## src/rtl/des_iter_ctrl_if.sv

```systemverilog
// Block-level handshake between the host-side crypto wrapper and the
// iterative DES controller.
//   in_valid/in_ready   : request handshake; in_decrypt, in_key, in_data ride along
//   out_valid/out_ready : result handshake; out_data carries the result block
//   busy                : a block is being processed or its result is pending
// All 64-bit fields use bit 63 = DES bit 1.
interface des_iter_ctrl_if;
    logic        in_valid;
    logic        in_ready;
    logic        in_decrypt;
    logic [63:0] in_key;
    logic [63:0] in_data;
    logic        out_valid;
    logic        out_ready;
    logic [63:0] out_data;
    logic        busy;

    // Host / wrapper side.
    modport master (
        output in_valid, in_decrypt, in_key, in_data, out_ready,
        input  in_ready, out_valid, out_data, busy
    );

    // Controller side.
    modport slave (
        input  in_valid, in_decrypt, in_key, in_data, out_ready,
        output in_ready, out_valid, out_data, busy
    );
endinterface

```

## src/rtl/des_iter_ctrl.sv

```systemverilog
// Iterative DES controller: one shared round datapath (E-expansion, key XOR,
// S-boxes, P-permutation) stepped through 16 rounds per 64-bit block, with
// the key schedule kept in the C/D registers for both directions.
//   sbox          : the eight DES S-boxes, data_in[47:42] -> S1 -> data_out[31:28]
//   des_iter_ctrl : ports clk, rst_n (async, active low) and bus (slave modport
//                   of des_iter_ctrl_if) carrying both block handshakes.

module sbox (
    input  logic [47:0] data_in,
    output logic [31:0] data_out
);
    // Each entry holds one S-box as 64 nibbles, row-major (row 0 col 0 first).
    localparam logic [255:0] S_T [8] = '{
        256'hE4D12FB83A6C59070F74E2D1A6CB953841E8D62BFC973A50FC8249175B3EA06D,
        256'hF18E6B34972DC05A3D47F28EC01A69B50E7BA4D158C6932FD8A13F42B67C05E9,
        256'hA09E63F51DC7B428D709346A285ECBF1D6498F30B12C5AE71AD069874FE3B52C,
        256'h7DE3069A1285BC4FD8B56F03472C1AE9A690CB7DF13E52843F06A1D8945BC72E,
        256'h2C417AB6853FD0E9EB2C47D150FA3986421BAD78F9C5630EB8C71E2D6F09A453,
        256'hC1AF92680D34E75BAF427C9561DE0B389EF528C3704A1DB6432C95FABE17608D,
        256'h4B2EF08D3C975A61D0B7491AE35C2F8614BDC37EAF6805926BD814A7950FE23C,
        256'hD2846FB1A93E50C71FD8A374C56B0E927B419CE206ADF35821E74A8DFC90356B
    };

    always_comb begin
        logic [5:0] six;
        logic [5:0] idx;
        // NOTE: every combinational output gets a default first, so no path leaves it unassigned and no latch is inferred.
        data_out = '0;
        six      = '0;
        idx      = '0;
        for (int s = 0; s < 8; s++) begin
            six = 6'(data_in >> (42 - 6 * s));
            // Row comes from the outer bits, column from the inner four.
            idx = {six[5], six[0], six[4:1]};
            data_out = {data_out[27:0], 4'(S_T[s] >> (252 - 4 * int'(idx)))};
        end
    end
endmodule

module des_iter_ctrl (
    input logic            clk,
    input logic            rst_n,
    des_iter_ctrl_if.slave bus
);
    typedef enum logic [1:0] {ST_IDLE, ST_ROUND, ST_DONE} state_e;

    // Permutation tables in DES numbering (1 = MSB of the source word).
    localparam int IP_T [64] = '{
        58, 50, 42, 34, 26, 18, 10, 2, 60, 52, 44, 36, 28, 20, 12, 4,
        62, 54, 46, 38, 30, 22, 14, 6, 64, 56, 48, 40, 32, 24, 16, 8,
        57, 49, 41, 33, 25, 17,  9, 1, 59, 51, 43, 35, 27, 19, 11, 3,
        61, 53, 45, 37, 29, 21, 13, 5, 63, 55, 47, 39, 31, 23, 15, 7
    };
    localparam int FP_T [64] = '{
        40, 8, 48, 16, 56, 24, 64, 32, 39, 7, 47, 15, 55, 23, 63, 31,
        38, 6, 46, 14, 54, 22, 62, 30, 37, 5, 45, 13, 53, 21, 61, 29,
        36, 4, 44, 12, 52, 20, 60, 28, 35, 3, 43, 11, 51, 19, 59, 27,
        34, 2, 42, 10, 50, 18, 58, 26, 33, 1, 41,  9, 49, 17, 57, 25
    };
    localparam int E_T [48] = '{
        32,  1,  2,  3,  4,  5,  4,  5,  6,  7,  8,  9,
         8,  9, 10, 11, 12, 13, 12, 13, 14, 15, 16, 17,
        16, 17, 18, 19, 20, 21, 20, 21, 22, 23, 24, 25,
        24, 25, 26, 27, 28, 29, 28, 29, 30, 31, 32,  1
    };
    localparam int P_T [32] = '{
        16,  7, 20, 21, 29, 12, 28, 17,  1, 15, 23, 26,  5, 18, 31, 10,
         2,  8, 24, 14, 32, 27,  3,  9, 19, 13, 30,  6, 22, 11,  4, 25
    };
    localparam int PC1_T [56] = '{
        57, 49, 41, 33, 25, 17,  9,  1, 58, 50, 42, 34, 26, 18,
        10,  2, 59, 51, 43, 35, 27, 19, 11,  3, 60, 52, 44, 36,
        63, 55, 47, 39, 31, 23, 15,  7, 62, 54, 46, 38, 30, 22,
        14,  6, 61, 53, 45, 37, 29, 21, 13,  5, 28, 20, 12,  4
    };
    localparam int PC2_T [48] = '{
        14, 17, 11, 24,  1,  5,  3, 28, 15,  6, 21, 10,
        23, 19, 12,  4, 26,  8, 16,  7, 27, 20, 13,  2,
        41, 52, 31, 37, 47, 55, 30, 40, 51, 45, 33, 48,
        44, 49, 39, 56, 34, 53, 46, 42, 50, 36, 29, 32
    };

    function automatic logic [63:0] ip_perm(input logic [63:0] x);
        logic [63:0] y = '0;
        for (int i = 0; i < 64; i++) y = {y[62:0], x[6'(64 - IP_T[i])]};
        return y;
    endfunction

    function automatic logic [63:0] fp_perm(input logic [63:0] x);
        logic [63:0] y = '0;
        for (int i = 0; i < 64; i++) y = {y[62:0], x[6'(64 - FP_T[i])]};
        return y;
    endfunction

    function automatic logic [47:0] e_perm(input logic [31:0] x);
        logic [47:0] y = '0;
        for (int i = 0; i < 48; i++) y = {y[46:0], x[5'(32 - E_T[i])]};
        return y;
    endfunction

    function automatic logic [31:0] p_perm(input logic [31:0] x);
        logic [31:0] y = '0;
        for (int i = 0; i < 32; i++) y = {y[30:0], x[5'(32 - P_T[i])]};
        return y;
    endfunction

    function automatic logic [55:0] pc1_perm(input logic [63:0] x);
        logic [55:0] y = '0;
        for (int i = 0; i < 56; i++) y = {y[54:0], x[6'(64 - PC1_T[i])]};
        return y;
    endfunction

    function automatic logic [47:0] pc2_perm(input logic [55:0] x);
        logic [47:0] y = '0;
        for (int i = 0; i < 48; i++) y = {y[46:0], x[6'(56 - PC2_T[i])]};
        return y;
    endfunction

    function automatic logic [27:0] rotl(input logic [27:0] x, input logic two);
        return two ? {x[25:0], x[27:26]} : {x[26:0], x[27]};
    endfunction

    function automatic logic [27:0] rotr(input logic [27:0] x, input logic two);
        return two ? {x[1:0], x[27:2]} : {x[0], x[27:1]};
    endfunction

    state_e      state_q;
    logic [3:0]  rnd_q;
    logic        mode_q;      // 1 = decrypt
    logic [31:0] l_q, r_q;
    logic [27:0] c_q, d_q;
    logic [63:0] out_data_q;
    logic        out_valid_q;
    logic        in_ready_q;
    logic        busy_q;

    logic        enc_two, dec_two;
    logic [27:0] c_use, d_use, c_next, d_next;
    logic [47:0] round_key, sbox_in;
    logic [31:0] sbox_out, r_new;

    // Rotation amounts: encrypt rotates left before the key is taken; decrypt
    // takes the key first (PC-1 output already equals K16) and then walks the
    // schedule backwards with right rotations. Rounds with a single-bit step
    // are the exceptions; decrypt round 15 has no successor, so its value is moot.
    assign enc_two = !(rnd_q inside {4'd0, 4'd1, 4'd8, 4'd15});
    assign dec_two = !(rnd_q inside {4'd0, 4'd7, 4'd14, 4'd15});

    always_comb begin
        c_use  = c_q;
        d_use  = d_q;
        c_next = c_q;
        d_next = d_q;
        if (mode_q) begin
            c_next = rotr(c_q, dec_two);
            d_next = rotr(d_q, dec_two);
        end else begin
            c_use  = rotl(c_q, enc_two);
            d_use  = rotl(d_q, enc_two);
            c_next = c_use;
            d_next = d_use;
        end
    end

    assign round_key = pc2_perm({c_use, d_use});
    assign sbox_in   = e_perm(r_q) ^ round_key;
    assign r_new     = l_q ^ p_perm(sbox_out);

    sbox u_sbox (
        .data_in  (sbox_in),
        .data_out (sbox_out)
    );

    // NOTE: all state uses non-blocking assignments so every register samples pre-edge values, regardless of statement order.
    always_ff @(posedge clk or negedge rst_n) begin
        if (!rst_n) begin
            state_q     <= ST_IDLE;
            rnd_q       <= '0;
            mode_q      <= 1'b0;
            l_q         <= '0;
            r_q         <= '0;
            c_q         <= '0;
            d_q         <= '0;
            out_data_q  <= '0;
            out_valid_q <= 1'b0;
            in_ready_q  <= 1'b1;
            busy_q      <= 1'b0;
        end else begin
            case (state_q)
                ST_IDLE: begin
                    if (bus.in_valid && in_ready_q) begin
                        {l_q, r_q}  <= ip_perm(bus.in_data);
                        {c_q, d_q}  <= pc1_perm(bus.in_key);
                        mode_q      <= bus.in_decrypt;
                        rnd_q       <= '0;
                        in_ready_q  <= 1'b0;
                        busy_q      <= 1'b1;
                        state_q     <= ST_ROUND;
                    end
                end
                ST_ROUND: begin
                    l_q   <= r_q;
                    r_q   <= r_new;
                    c_q   <= c_next;
                    d_q   <= d_next;
                    rnd_q <= rnd_q + 4'd1;
                    if (rnd_q == 4'd15) begin
                        // Final swap happens only on the way out: {R16, L16}.
                        out_data_q  <= fp_perm({r_new, r_q});
                        out_valid_q <= 1'b1;
                        state_q     <= ST_DONE;
                    end
                end
                ST_DONE: begin
                    if (out_valid_q && bus.out_ready) begin
                        out_valid_q <= 1'b0;
                        in_ready_q  <= 1'b1;
                        busy_q      <= 1'b0;
                        state_q     <= ST_IDLE;
                    end
                end
                default: state_q <= ST_IDLE;
            endcase
        end
    end

    assign bus.in_ready  = in_ready_q;
    assign bus.out_valid = out_valid_q;
    assign bus.out_data  = out_data_q;
    assign bus.busy      = busy_q;
endmodule

```

## src/flat_wrapper.sv

```systemverilog
// flat-port wrapper written by rule: the top's interface ports become plain ports
module des_iter_ctrl_flat 
  (clk, rst_n, bus_in_valid, bus_in_decrypt, bus_in_key, bus_in_data, bus_out_ready, bus_in_ready, bus_out_valid, bus_out_data, bus_busy);
  des_iter_ctrl_if bus_i ();
  input logic clk;
  input logic rst_n;
  input wire logic [$bits(bus_i.in_valid)-1:0] bus_in_valid;
  input wire logic [$bits(bus_i.in_decrypt)-1:0] bus_in_decrypt;
  input wire logic [$bits(bus_i.in_key)-1:0] bus_in_key;
  input wire logic [$bits(bus_i.in_data)-1:0] bus_in_data;
  input wire logic [$bits(bus_i.out_ready)-1:0] bus_out_ready;
  output wire logic [$bits(bus_i.in_ready)-1:0] bus_in_ready;
  output wire logic [$bits(bus_i.out_valid)-1:0] bus_out_valid;
  output wire logic [$bits(bus_i.out_data)-1:0] bus_out_data;
  output wire logic [$bits(bus_i.busy)-1:0] bus_busy;
  assign bus_i.in_valid = bus_in_valid;
  assign bus_i.in_decrypt = bus_in_decrypt;
  assign bus_i.in_key = bus_in_key;
  assign bus_i.in_data = bus_in_data;
  assign bus_i.out_ready = bus_out_ready;
  assign bus_in_ready = bus_i.in_ready;
  assign bus_out_valid = bus_i.out_valid;
  assign bus_out_data = bus_i.out_data;
  assign bus_busy = bus_i.busy;
  des_iter_ctrl u_core (.clk(clk), .rst_n(rst_n), .bus(bus_i));
endmodule
```

## config.mk

```make
export PLATFORM = sky130hd
export DESIGN_NAME = des_iter_ctrl_flat
export DESIGN_NICKNAME = d
export VERILOG_FILES = /design/src/rtl/des_iter_ctrl_if.sv /design/src/rtl/des_iter_ctrl.sv /design/src/flat_wrapper.sv
export SDC_FILE = /design/constraint.sdc
export NUM_CORES = 1
export LEC_CHECK = 0
export ABC_CLOCK_PERIOD_IN_PS = 3450
export CAP_MARGIN = 40
export CORE_ASPECT_RATIO = 1.1
export CORE_MARGIN = 4
export CORE_UTILIZATION = 30
export DETAILED_ROUTE_END_ITERATION = 7
export GPL_TIMING_DRIVEN = 1
export MAX_ROUTING_LAYER = met4
export PLACE_DENSITY = 0.66
export SLEW_MARGIN = 0
export SYNTH_ARGS = -nofsm -noshare
export SYNTH_HDL_FRONTEND = slang
export SYNTH_SLANG_ARGS = --single-unit
```

## constraint.sdc

```tcl
create_clock -name clk -period 3.45 [get_ports clk]
set_clock_uncertainty 0.2 [all_clocks]
set_input_delay 0.69 -clock clk [delete_from_list [all_inputs] [get_ports clk]]
set_output_delay 0.69 -clock clk [all_outputs]
set_load 0.02 [all_outputs]
```

==> impl_results.md, run 1 <==
* Drt wl/cell at 17.8 um
* Final antenna-violating net count at 0
* N_diodes at 0
* Avg Cell Area, Syn at 8.28 um2
* Floorplan row count at 65
* Worst-path fanout max at 5
* CTS tree: done
* Final Max Slew Viols at 0
* DP HPWL at 20.0 mm
* PnR worst setup slack at -0.125 ns
* Area leader, netlist: dfrtp_1
* Vias per cell at 5.47
* Final Setup Violations at 9
* Area grow syn2layout at 41.6%
* Worst Max-Slew Pin Slew at 0.764 ns
* Asr flop ratio synth at 100%
* Yosys Warn Count at 0
* Startpoint Class: register
* CP Capture Type: register
* Initial DRT Pass Iterations at 6
* Via Count at 8899
* Maximum VDD drop at 201 uV
* Static leakage at 5.40 nW
* Fin. Hold Viols at 0
* Clk Latency, worst-skew pair at 0.36 ns
* Data required time of the worst path at 3.53 ns
* Gate Count Post-Synth at 1048
* Seq cells post-synth at 104
* Share of cells above drive strength 1 at 31.6%
* Synth top area share at 29.7%
* CTS hold repair buffers at 0
* Chip width at 170 um
* GRT overflow at 0
* IO Pins at 200
* Die span in y at 186 um
* Main synth FF type: dfrtp_1
* Vias in the first global route at 8604
* Status: finished, violations left
* Final period utilization at 104%
* Clock buffer depth at 2
* Seq. cell area at 2610 um2
* Register area share after synthesis at 30.0%
* DR iter-0 viols at 727
* Synthesized area at 8680 um2
* RSZ-0062 raised after global routing: true
* Die area at 31700 um2
* EDFF count, synth at 0
* Max Cap Viol at 0
* Final WL at 29.0 mm
* Failing checks: negative setup slack
* CTS Root Cell: clkbuf_16
* Fin nets at 1419
* Footprint of the multi-input gates at 6200 um2
* Core occupancy in the finished layout at 42.9%
* Worst EP arrival at 3.66 ns
* First-pass GRT wire length at 45.5 mm
* PwrDens at 204 nW/um2
* Placer Congestion at 0.949
* Number of fill cells at 2767
* Core area at 28600 um2
* CP Class: register to register
* Initial antenna violation count at 0
* Worst Hold Class: input pin to async pin
* Initial Utilization at 30.3%
* DRC Markers at 0
* Synth area leaders: dfrtp_1 30%, nand2_1 7.4%, ha_1 4.8%
* Tmin final at 3.58 ns
* Netlist cell types at 90
* Fmax at 280 MHz
* # port buffers at 67
* Worst hold margin at 0.127 ns
* Largest net degree at the start of global routing at 45
* Pre-CTS WS at -0.346 ns
* Max-slew headroom at 49.1%
* Sinks on Clock Net at 104
* H-tree depth at 3
* Clock buffer count from CTS at 9
* CTS clk-pin slew, worst paths at 0.08 ns
* GR Util All Layers at 17.7%
-- cell usage after synthesis, types with 6 or more instances --
master and instances:
nand2_1 172, dfrtp_1 103, nor2_1 69, o21ai_0 49
buf_4 44, clkbuf_1 44, a21oi_1 40, inv_1 39
o211ai_1 37, ha_1 33, nand3_1 29, mux2_2 27
a211oi_1 25, a31oi_1 23, nor3_1 22, mux2i_1 21
buf_2 15, o22ai_1 14, xnor2_1 14, buf_1 12
and3_1 11, xor2_1 10, a21o_1 9, nor2b_1 9
o21ai_1 9, a211o_1 8, or3_1 8, o2111ai_1 7
o31ai_1 7, a2111oi_0 6, a22o_1 6, o221ai_1 6
or2_2 6
-- state kept, by name (all words and copies together), names as in the netlist --
name,count
u_core.d_q,28
u_core.bus.out_data,25
u_core.r_q,25
u_core.l_q,16
u_core.rnd_q,4
u_core.state_q,2
u_core.bus.busy,1
u_core.bus.in_ready,1
u_core.bus.out_valid,1
u_core.mode_q,1
-- cell usage in the layout, fill, tap and decap left out, types with 8 or more instances in the layout --
| cell type | instances |
|---|---|
| nor2_1 | 65 |
| o21ai_1 | 13 |
| ha_4 | 16 |
| buf_12 | 9 |
| and3_1 | 11 |
| a211o_1 | 8 |
| nand2_1 | 171 |
| xor2_1 | 9 |
| nor2b_1 | 8 |
| conb_1 | 39 |
| clkdlybuf4s50_1 | 66 |
| xnor2_1 | 11 |
| ha_1 | 12 |
| buf_4 | 171 |
| a21o_1 | 9 |
| o21ai_0 | 43 |
| inv_1 | 29 |
| a21oi_1 | 34 |
| nand3_1 | 28 |
| a211oi_1 | 17 |
| buf_6 | 24 |
| mux2_2 | 26 |
| clkbuf_16 | 12 |
| mux2i_1 | 14 |
| dfrtp_1 | 101 |
| a2111oi_4 | 10 |
| o22ai_1 | 13 |
| nor3_1 | 15 |
| a2111oi_2 | 8 |
| a31oi_1 | 23 |
| a211oi_2 | 9 |
| o211ai_1 | 37 |
| inv_2 | 9 |
-- where the power goes --
part	internal, mW	leakage, nW	switching, mW
logic	0.0415	4.03	0.0693
clock network	0.668	0.166	0.508
registers	1.22	1.20	0
total	1.93	5.40	0.577
-- worst max-delay path, cell delays in order, from the launching register on --
cell and delay [ns]:
dfrtp_1 0.40, buf_6 0.13, ha_4 0.17, a21boi_4 0.26
buf_6 0.18, a2111oi_4 0.06, a221oi_4 0.28, xor2_4 0.29
inv_4 0.09, ha_4 0.19, inv_4 0.06, nor2_4 0.03
or4_1 0.40, and4_4 0.19, or3_1 0.38, a31oi_1 0.18
-- what timing repair did --
item	CTS	global route
setup endpoints to repair	15	16
pin swaps	30	46
setup buffers	16	28
cloned	0	2
gates resized for setup	79	95
-- per-stage QoR --
step | TNS, ns | cell area, um2 | instances | power (mW)
floorplan | -0.137 | 8940 | 1086 | 1.31
global placement | -2.63 | 10800 | 1570 | 1.35
detailed placement | -3.26 | 10800 | 1570 | 1.35
CTS | -0.174 | 11600 | 1600 | 2.52
global route | -2.02 | 12300 | 1626 | 2.58
finish | -0.528 | 12300 | 1626 | 2.50
-- kinds of logic after synthesis --
family,after synthesis,share of synthesized area (%)
simple gates,354,18.3
compound gates,318,28.1
buf+inv,161,9.43
flops,104,30.0
mux,51,6.57
fa+ha+maj,33,4.76
xor+xnor,26,2.80
other cells,1,0.0432
-- final cells by class --
cell class	count	share of cell area (%)
Clock inverter	6	0.835
Inverter	42	1.36
Timing Repair Buffer	275	20.4
Sequential cell	104	21.2
Clock buffer	10	1.94
Tap cell	368	3.75
Multi-Input combinational cell	821	50.5
-- layer usage --
layer / track usage (%) / share of wire [%] / up-vias
li1: - / - / 4147
met4: 4.73 / 2.4 / 0
met5: - / 0 / -
met2: 29.3 / 50 / 326
met3: 2.29 / 5.5 / 62
met1: 22.9 / 42 / 4364
-- worst paths after layout --
| path | start | slack (ns) | endpoint | cells past startpoint |
|---|---|---|---|---|
| setup reg to reg | u_core.rnd_q[1]$_DFFE_PN0P_ | -0.13 | u_core.r_q[20]$_DFFE_PN0P_ | 15 |
| hold / removal | rst_n | 0.13 | u_core.bus.out_data[45]$_DFFE_PN0P_ | 1 |
| min in group clk | u_core.bus.in_ready$_DFFE_PN1P_ | 0.30 | u_core.bus.in_ready$_DFFE_PN1P_ | 2 |
| hold reg to reg | u_core.bus.in_ready$_DFFE_PN1P_ | 0.30 | u_core.bus.in_ready$_DFFE_PN1P_ | 2 |
| max in group asynchronous | rst_n | 2.22 | u_core.d_q[26]$_DFFE_PN0P_ | 2 |
| setup / recovery | u_core.rnd_q[1]$_DFFE_PN0P_ | -0.13 | u_core.r_q[20]$_DFFE_PN0P_ | 15 |
(Power assumes the default switching activity.)
==> run 2, diff against run 1 <==
--- a/config.mk
+++ b/config.mk
@@ -8,7 +8,6 @@
 export ABC_CLOCK_PERIOD_IN_PS = 3450
 export CAP_MARGIN = 40
 export CORE_ASPECT_RATIO = 1.1
-export CORE_MARGIN = 4
 export CORE_UTILIZATION = 30
 export DETAILED_ROUTE_END_ITERATION = 7
 export GPL_TIMING_DRIVEN = 1
==> run 2 against run 1 <==
Against the previous run:
- the run still ends with negative setup slack left
- register-to-register slack is essentially flat
- cell count fell by 1.3%
- power shrank 6.8%
- cell area shrank 3.1%
- wire length fell by 2.7%
- combinational power hardly changed
- critical path type unchanged
- worst hold slack worse by 0.011 ns
- fmax increased by 0.36%
- core utilization down 0.56 points
- largest cell class unchanged
==> impl_results.md, run 2 (synthesized netlist as in run 1, its figures left out) <==
* CP endpoint: u_core.r_q[20]$_DFFE_PN0P_
* DRC Markers at 0 (unchanged)
* H-tree depth at 3 (unchanged)
* Register share of total power at 52.2% (+3.6 points)
* CTS tree: done
* Cells on worst reg2reg path at 15 (unchanged)
* Startpoint Class: register
* Via Count at 8763 (-1.5%)
* Placed insts at 1552 (-1.1%)
* RR Endpoint: u_core.r_q[20]$_DFFE_PN0P_
* Final Non-Filler Cells at 1605 (-1.3%)
* Placer Congestion at 0.943 (-0.65%)
* Data required time of the worst path at 3.54 ns (about the same)
* Clock buffer depth at 2 (unchanged)
* GR Util All Layers at 19.3% (+1.5 points)
* Worst Hold Class: input pin to async pin
* Tmin final at 3.56 ns (-0.0130 ns)
* Clk Latency, worst-skew pair at 0.36 ns (about the same)
* Max-slew headroom at 51.3% (+2.2 points)
* Drt wl/cell at 17.6 um (-1.4%)
* Initial DRT Pass Iterations at 5 (-1)
* CTS clk-pin slew, worst paths at 0.07 ns (about the same)
* Maximum VDD drop at 231 uV (+15%)
* Fmax at 281 MHz (+0.36%)
* Floorplan row count at 64 (-1.5%)
* DR iter-0 viols at 684 (-5.9%)
* CP Capture Type: register
* GRT overflow at 0 (unchanged)
* Combinational Power Share at 4.8% (+0.4 points)
* Switching Share at 24.1% (+1.0 points)
* CTS hold repair buffers at 0 (unchanged)
* Initial antenna violation count at 0 (unchanged)
* Share of cells above drive strength 1 at 29.0% (-2.6 points)
* Fin nets at 1403 (-1.1%)
* CP Class: register to register
* Final antenna-violating net count at 0 (unchanged)
* PwrDens at 196 nW/um2 (-3.8%)
* Die span in y at 180 um (-3.2%)
* Max FFs per register at 28 (unchanged)
* RSZ-0062 raised after global routing: true
* # port buffers at 67 (unchanged)
* Worst EP arrival at 3.65 ns (about the same)
* FF-to-FF Start: u_core.rnd_q[0]$_DFFE_PN0P_
* Clock power share at 43.0% (-4.0 points)
* NetSw at 562 uW (-2.6%)
* Tot Pwr at 2.33 mW (-6.8%)
* Fin. Hold Viols at 0 (unchanged)
* Highest metal used: met4
* N_diodes at 0 (unchanged)
* CTS Root Cell: clkbuf_16
* Core area at 28100 um2 (-1.8%)
* Die area at 29600 um2 (-6.6%)
* Most frequent cells in the layout: 169 x nand2_1, 163 x buf_4, 101 x dfrtp_1
* Most flops, register: u_core.d_q
* Vias in the first global route at 8261 (-4.0%)
* Worst-path fanout max at 5 (unchanged)
* Max Cap Viol at 0 (unchanged)
* Wire length on met1 at 12.0 mm (-1.5%)
* WL met2 at 13.6 mm (-6.5%)
* Vias per cell at 5.46 (-0.24%)
* Critical path cell sequence: buf_6 > ha_4 > a21boi_4 > buf_6 > a2111oi_4 > a221oi_4 > xor2_4 > inv_2 > ha_4 > inv_2 > nor2_1 > or4_1 > and4_1 > or3_1 > a31oi_1
* Chip width at 164 um (-3.5%)
* Area grow syn2layout at 37.2%
* Final Max Slew Viols at 0 (unchanged)
* Initial Utilization at 30.9% (+0.56 points)
* Largest net degree at the start of global routing at 47 (+4.4%)
* Routed wl met3 at 1.60 mm (+0.44%)
* First-pass GRT wire length at 44.2 mm (-2.7%)
* Clock buffer count from CTS at 9 (unchanged)
* Worst Max-Slew Pin Slew at 0.728 ns (-0.0355 ns)
* Final period utilization at 103% (-0.38 points)
* Final Setup Violations at 10 (+1)
* Most common cell after layout, fill and taps aside: nand2_1
* IO Pins at 200 (unchanged)
* CP peak stage delay at 0.49 ns (+0.09 ns)
* P_int at 1.77 mW (-8.1%)
* DP HPWL at 19.7 mm (-1.5%)
* Sinks on Clock Net at 104 (unchanged)
* Status: finished, violations left
* Slowest CP cell: or4_1
* Failing checks: negative setup slack
* Worst Setup SP: u_core.rnd_q[0]$_DFFE_PN0P_
* Static leakage at 5.24 nW (-2.9%)
* PnR worst setup slack at -0.112 ns (+0.0130 ns)
* Reg2reg setup slack at -0.11 ns (about the same)
* Pre-CTS WS at -0.294 ns (+0.0520 ns)
* Final WL at 28.2 mm (-2.7%)
==> run 2: cell types whose count changed in the layout (fill, tap and decap cells not counted), sizes merged <==
cell      before  now
bufinv         2    0
buf          206  192
clkinvlp       0    2
clkinv         3    1
==> run 2: per-layer routing <==
| layer | track usage, % | vias to the layer above |
|---|---|---|
| met5 | - | - |
| li1 | - | 4117 |
| met1 | 24.8 | 4267 |
| met3 | 2.58 | 65 |
| met4 | 6.67 | 0 |
| met2 | 30.8 | 314 |
==> run 2: what timing repair did <==
item                       in CTS  in global routing
pin swaps                      15                 42
cloned                          0                  0
setup endpoints to repair      15                 15
buffers inserted                7                 32
resized for setup              46                 88
==> run 2: layout make-up <==
cell class | instances | area, um2
Inverter | 42 | 163
Sequential cell | 104 | 2610
Clock inverter | 4 | 28.8
Tap cell | 363 | 454
Clock buffer | 12 | 246
Fill cell | 2701 | 16200
Timing Repair Buffer | 259 | 2310
Multi-Input combinational cell | 821 | 6100
==> run 2: power by group through the flow <==
| stage | Clock, mW | Sequential, mW | Combinational [mW] |
|---|---|---|---|
| 2_1_floorplan | 0 | 1.24 | 0.0714 |
| 3_3_place_gp | 0 | 1.24 | 0.113 |
| 3_5_place_dp | 0 | 1.24 | 0.113 |
| 4_1_cts | 1.02 | 1.22 | 0.113 |
| 5_1_grt | 1.07 | 1.22 | 0.124 |
| 6_report | 1.00 | 1.22 | 0.112 |
==> run 2: through the flow <==
stage,TNS (ns),utilization (%),hold slack (ns),instance area [um2]
CTS,-0.640,40.0,0.140,11200
finish,-0.447,42.4,0.116,11900
floorplan,-0.137,-,0.194,8940
global route,-2.41,42.4,0.175,11900
global placement,-2.00,37.9,0.281,10700
detailed placement,-2.46,38.0,0.290,10700
==> run 2: critical path, delay by kind of cell (launching register included) <==
kind / cells / cell delay, ns
fa+ha+maj: 2 / 0.34
simple gates: 4 / 1.02
xor+xnor: 1 / 0.21
compound gates: 4 / 0.84
flops: 1 / 0.44
buf+inv: 4 / 0.43
==> run 2: how the worst min path moves through the flow <==
stage                                                endpoint                       start  slack, ns  cells after the start
after global routing      u_core.bus.out_data[45]$_DFFE_PN0P_                       rst_n       0.18                      1
after floorplan                   u_core.bus.busy$_DFFE_PN0P_                       rst_n       0.19                      0
after detailed placement           u_core.r_q[30]$_DFFE_PN0P_  u_core.r_q[30]$_DFFE_PN0P_       0.29                      2
final                     u_core.bus.out_data[45]$_DFFE_PN0P_                       rst_n       0.12                      1
after global placement             u_core.r_q[30]$_DFFE_PN0P_  u_core.r_q[30]$_DFFE_PN0P_       0.28                      2
after CTS                 u_core.bus.out_data[45]$_DFFE_PN0P_                       rst_n       0.14                      1
==> run 3, diff against run 2 <==
--- a/config.mk
+++ b/config.mk
@@ -7,12 +7,14 @@
 export LEC_CHECK = 0
 export ABC_CLOCK_PERIOD_IN_PS = 3450
 export CAP_MARGIN = 40
-export CORE_ASPECT_RATIO = 1.1
+export CORE_ASPECT_RATIO = 0.75
+export CORE_MARGIN = 4
 export CORE_UTILIZATION = 30
 export DETAILED_ROUTE_END_ITERATION = 7
 export GPL_TIMING_DRIVEN = 1
 export MAX_ROUTING_LAYER = met4
 export PLACE_DENSITY = 0.66
+export SKIP_CTS_REPAIR_TIMING = 1
 export SLEW_MARGIN = 0
 export SYNTH_ARGS = -nofsm -noshare
 export SYNTH_HDL_FRONTEND = slang
==> run 3 against run 2 <==
Against the previous run:
- sequential share of layout area decreased by 0.12 points
- the run still ends with negative setup slack left
- critical path depth increased by 2
- wire length increased by 3.9%
- critical endpoint is now u_core.r_q[0]$_DFFE_PN0P_
- cell area increased by 0.57%
==> impl_results.md, run 3 (synthesized netlist as in run 1, its figures left out) <==
* GR Util All Layers at 17.7% (-1.6 points)
* Status: finished, violations left
* Worst Hold Class: input pin to async pin
* Final Non-Filler Cells at 1617 (+0.75%)
* Maximum VDD drop at 303 uV (+31%)
* Share of cells above drive strength 1 at 29.3% (+0.34 points)
* Final WL at 29.3 mm (+3.9%)
* CP Class: register to register
* Tmin final at 3.63 ns (+0.0675 ns)
* Fin nets at 1392 (-0.78%)
* Final Max Slew Viols at 0 (unchanged)
* Via Count at 8713 (-0.57%)
* # port buffers at 67 (unchanged)
* Post-DP Area at 10600 um2 (-0.56%)
* Final antenna-violating net count at 0 (unchanged)
* Area grow syn2layout at 38.0%
* Final period utilization at 105% (+2.0 points)
* Delay-heaviest family, CP: compound AO/OA/AOI/OAI gates
* Fin. Hold Viols at 0 (unchanged)
* Chip width at 204 um (+25%)
* CTS Root Cell: clkbuf_16
* Data required time of the worst path at 3.48 ns (-0.06 ns)
* RSZ-0062 raised after global routing: true
* Placer Congestion at 0.928 (-1.6%)
* Slowest CP cell: a2111oi_4
* Max FFs per register at 28 (unchanged)
* FF-to-FF Start: u_core.rnd_q[1]$_DFFE_PN0P_
* Fin area at 12000 um2 (+0.57%)
* Final Setup Violations at 9 (-1)
* Footprint of the multi-input gates at 6150 um2 (+0.88%)
* H-tree depth at 3 (unchanged)
* Most Crowded Layer GR: met1
* Worst Max-Slew Pin Slew at 0.726 ns (-0.00277 ns)
* Core area at 28200 um2 (+0.51%)
* CP peak stage delay at 0.43 ns (-0.06 ns)
* Critical path cell sequence: inv_2 > ha_4 > nand2b_4 > buf_4 > a2111oi_4 > a221oi_4 > xor2_4 > buf_6 > ha_4 > clkinvlp_4 > buf_6 > a31oi_4 > o211ai_1 > a211oi_2 > buf_4 > xor2_1 > o21ai_1
* Clock power share at 46.1% (+3.1 points)
* Most frequent cells in the layout: 172 x nand2_1, 155 x buf_4, 101 x dfrtp_1
* Switching Share at 25.2% (+1.2 points)
* Drt wl/cell at 18.1 um (+3.2%)
* CTS clk-pin slew, worst paths at 0.08 ns (about the same)
* PwrDens at 206 nW/um2 (+5.1%)
* Worst path buffer plus inverter count at 6 (+2)
* DP HPWL at 20.5 mm (+4.2%)
* P_int at 1.85 mW (+4.1%)
* Most flops, register: u_core.d_q
* Most common cell after layout, fill and taps aside: nand2_1
* Tot Pwr at 2.47 mW (+5.7%)
* NetSw at 623 uW (+11%)
* PnR worst setup slack at -0.180 ns (-0.0675 ns)
* Failing checks: negative setup slack
* CP Capture Type: register
* Worst EP arrival at 3.66 ns (about the same)
* Initial DRT Pass Iterations at 5 (unchanged)
* Worst-path fanout max at 5 (unchanged)
* Grt met2 use at 24.9% (-5.9 points)
* Met3 Usage GRT at 3.60% (+1.0 points)
* Seq. cell area at 2610 um2 (unchanged)
* Static leakage at 5.21 nW (-0.55%)
* Max Cap Viol at 0 (unchanged)
* First-pass GRT wire length at 44.3 mm (+0.26%)
* Clock buffer count from CTS at 9 (unchanged)
* DR iter-0 viols at 839 (+23%)
* CTS tree: done
* Combinational Power Share at 4.6% (-0.2 points)
* Largest net degree at the start of global routing at 54 (+15%)
* Fmax at 276 MHz (-1.9%)
* Worst Setup SP: u_core.rnd_q[1]$_DFFE_PN0P_
* Die area at 31700 um2 (+7.2%)
* Placed insts at 1564 (+0.77%)
* Vias per cell at 5.39 (-1.3%)
* Clock buffer depth at 2 (unchanged)
* Clk Latency, worst-skew pair at 0.36 ns (about the same)
* Sinks on Clock Net at 104 (unchanged)
* Floorplan row count at 53 (-17%)
* DRC Markers at 0 (unchanged)
* Initial antenna violation count at 1 (+1)
* Number of fill cells at 2801 (+3.7%)
* IO Pins at 200 (unchanged)
* Vias in the first global route at 7891 (-4.5%)
* Initial Utilization at 30.7% (-0.16 points)
* GRT overflow at 0 (unchanged)
* Die span in y at 155 um (-14%)
* Max-slew headroom at 51.6% (+0.31 points)
* Startpoint Class: register
* Register share of total power at 49.3% (-2.9 points)
* Met1 GRT Util at 26.8% (+2.0 points)
[run 3: cell count changes in the layout (fill, tap and decap cells not counted), moves of 3 or more]
cell	before	now
a21oi_1	32	35
a31oi_1	23	19
buf_12	8	13
buf_4	163	155
buf_6	19	13
mux2i_1	20	17
mux2i_2	0	3
nand2_1	169	172
nand2_2	3	0
nor3_2	6	3
[run 3: final timing paths]
check	slack (ns)	depth (start not counted)	endpoint
max	-0.18	17	u_core.r_q[0]$_DFFE_PN0P_
min	0.16	1	u_core.bus.out_data[23]$_DFFE_PN0P_
max reg2reg	-0.18	17	u_core.r_q[0]$_DFFE_PN0P_
min reg2reg	0.30	2	u_core.r_q[30]$_DFFE_PN0P_
max in group asynchronous	2.10	2	u_core.bus.in_ready$_DFFE_PN1P_
min in group clk	0.30	2	u_core.r_q[30]$_DFFE_PN0P_
[run 3: final cells by class]
type	instances	area share (%)
diodes	1	0.0209
clock buffers	9	1.88
clock inverters	7	0.815
inverters	42	1.39
multi-input cells	821	51.4
flip-flops and latches	104	21.8
well taps	385	4.02
repair buffers	248	18.8
[run 3: worst reg2reg max path, cell delays in order, from the launching register on]
cell and delay, ns:
dfrtp_1 0.41, inv_2 0.13, ha_4 0.17, nand2b_4 0.08, buf_4 0.17, a2111oi_4 0.43
a221oi_4 0.08, xor2_4 0.18, buf_6 0.15, ha_4 0.30, clkinvlp_4 0.14, buf_6 0.15
a31oi_4 0.12, o211ai_1 0.12, a211oi_2 0.28, buf_4 0.17, xor2_1 0.14, o21ai_1 0.07
[run 3: layer usage]
metal  up-vias  part of all wire (%)
met1      4243                    48
met3        23                   7.4
met2       349                    44
met5         -                     0
li1       4098                     -
met4         0                  0.67
[run 3: stage by stage]
stage	utilization, %	setup slack, ns	hold slack [ns]	TNS [ns]
final	42.4	-0.180	0.164	-0.751
after global routing	42.4	-0.332	0.206	-2.77
after CTS	38.8	-0.541	0.192	-5.06
after detailed placement	37.6	-0.497	0.279	-4.44
after global placement	37.6	-0.495	0.277	-4.15
after floorplan	-	-0.137	0.194	-0.137
[run 3: power by group through the flow]
stage | Combinational, mW | Clock [mW] | Sequential [mW]
global route | 0.122 | 1.20 | 1.22
finish | 0.113 | 1.14 | 1.22
floorplan | 0.0714 | 0 | 1.24
global placement | 0.113 | 0 | 1.24
CTS | 0.114 | 1.15 | 1.22
detailed placement | 0.114 | 0 | 1.24
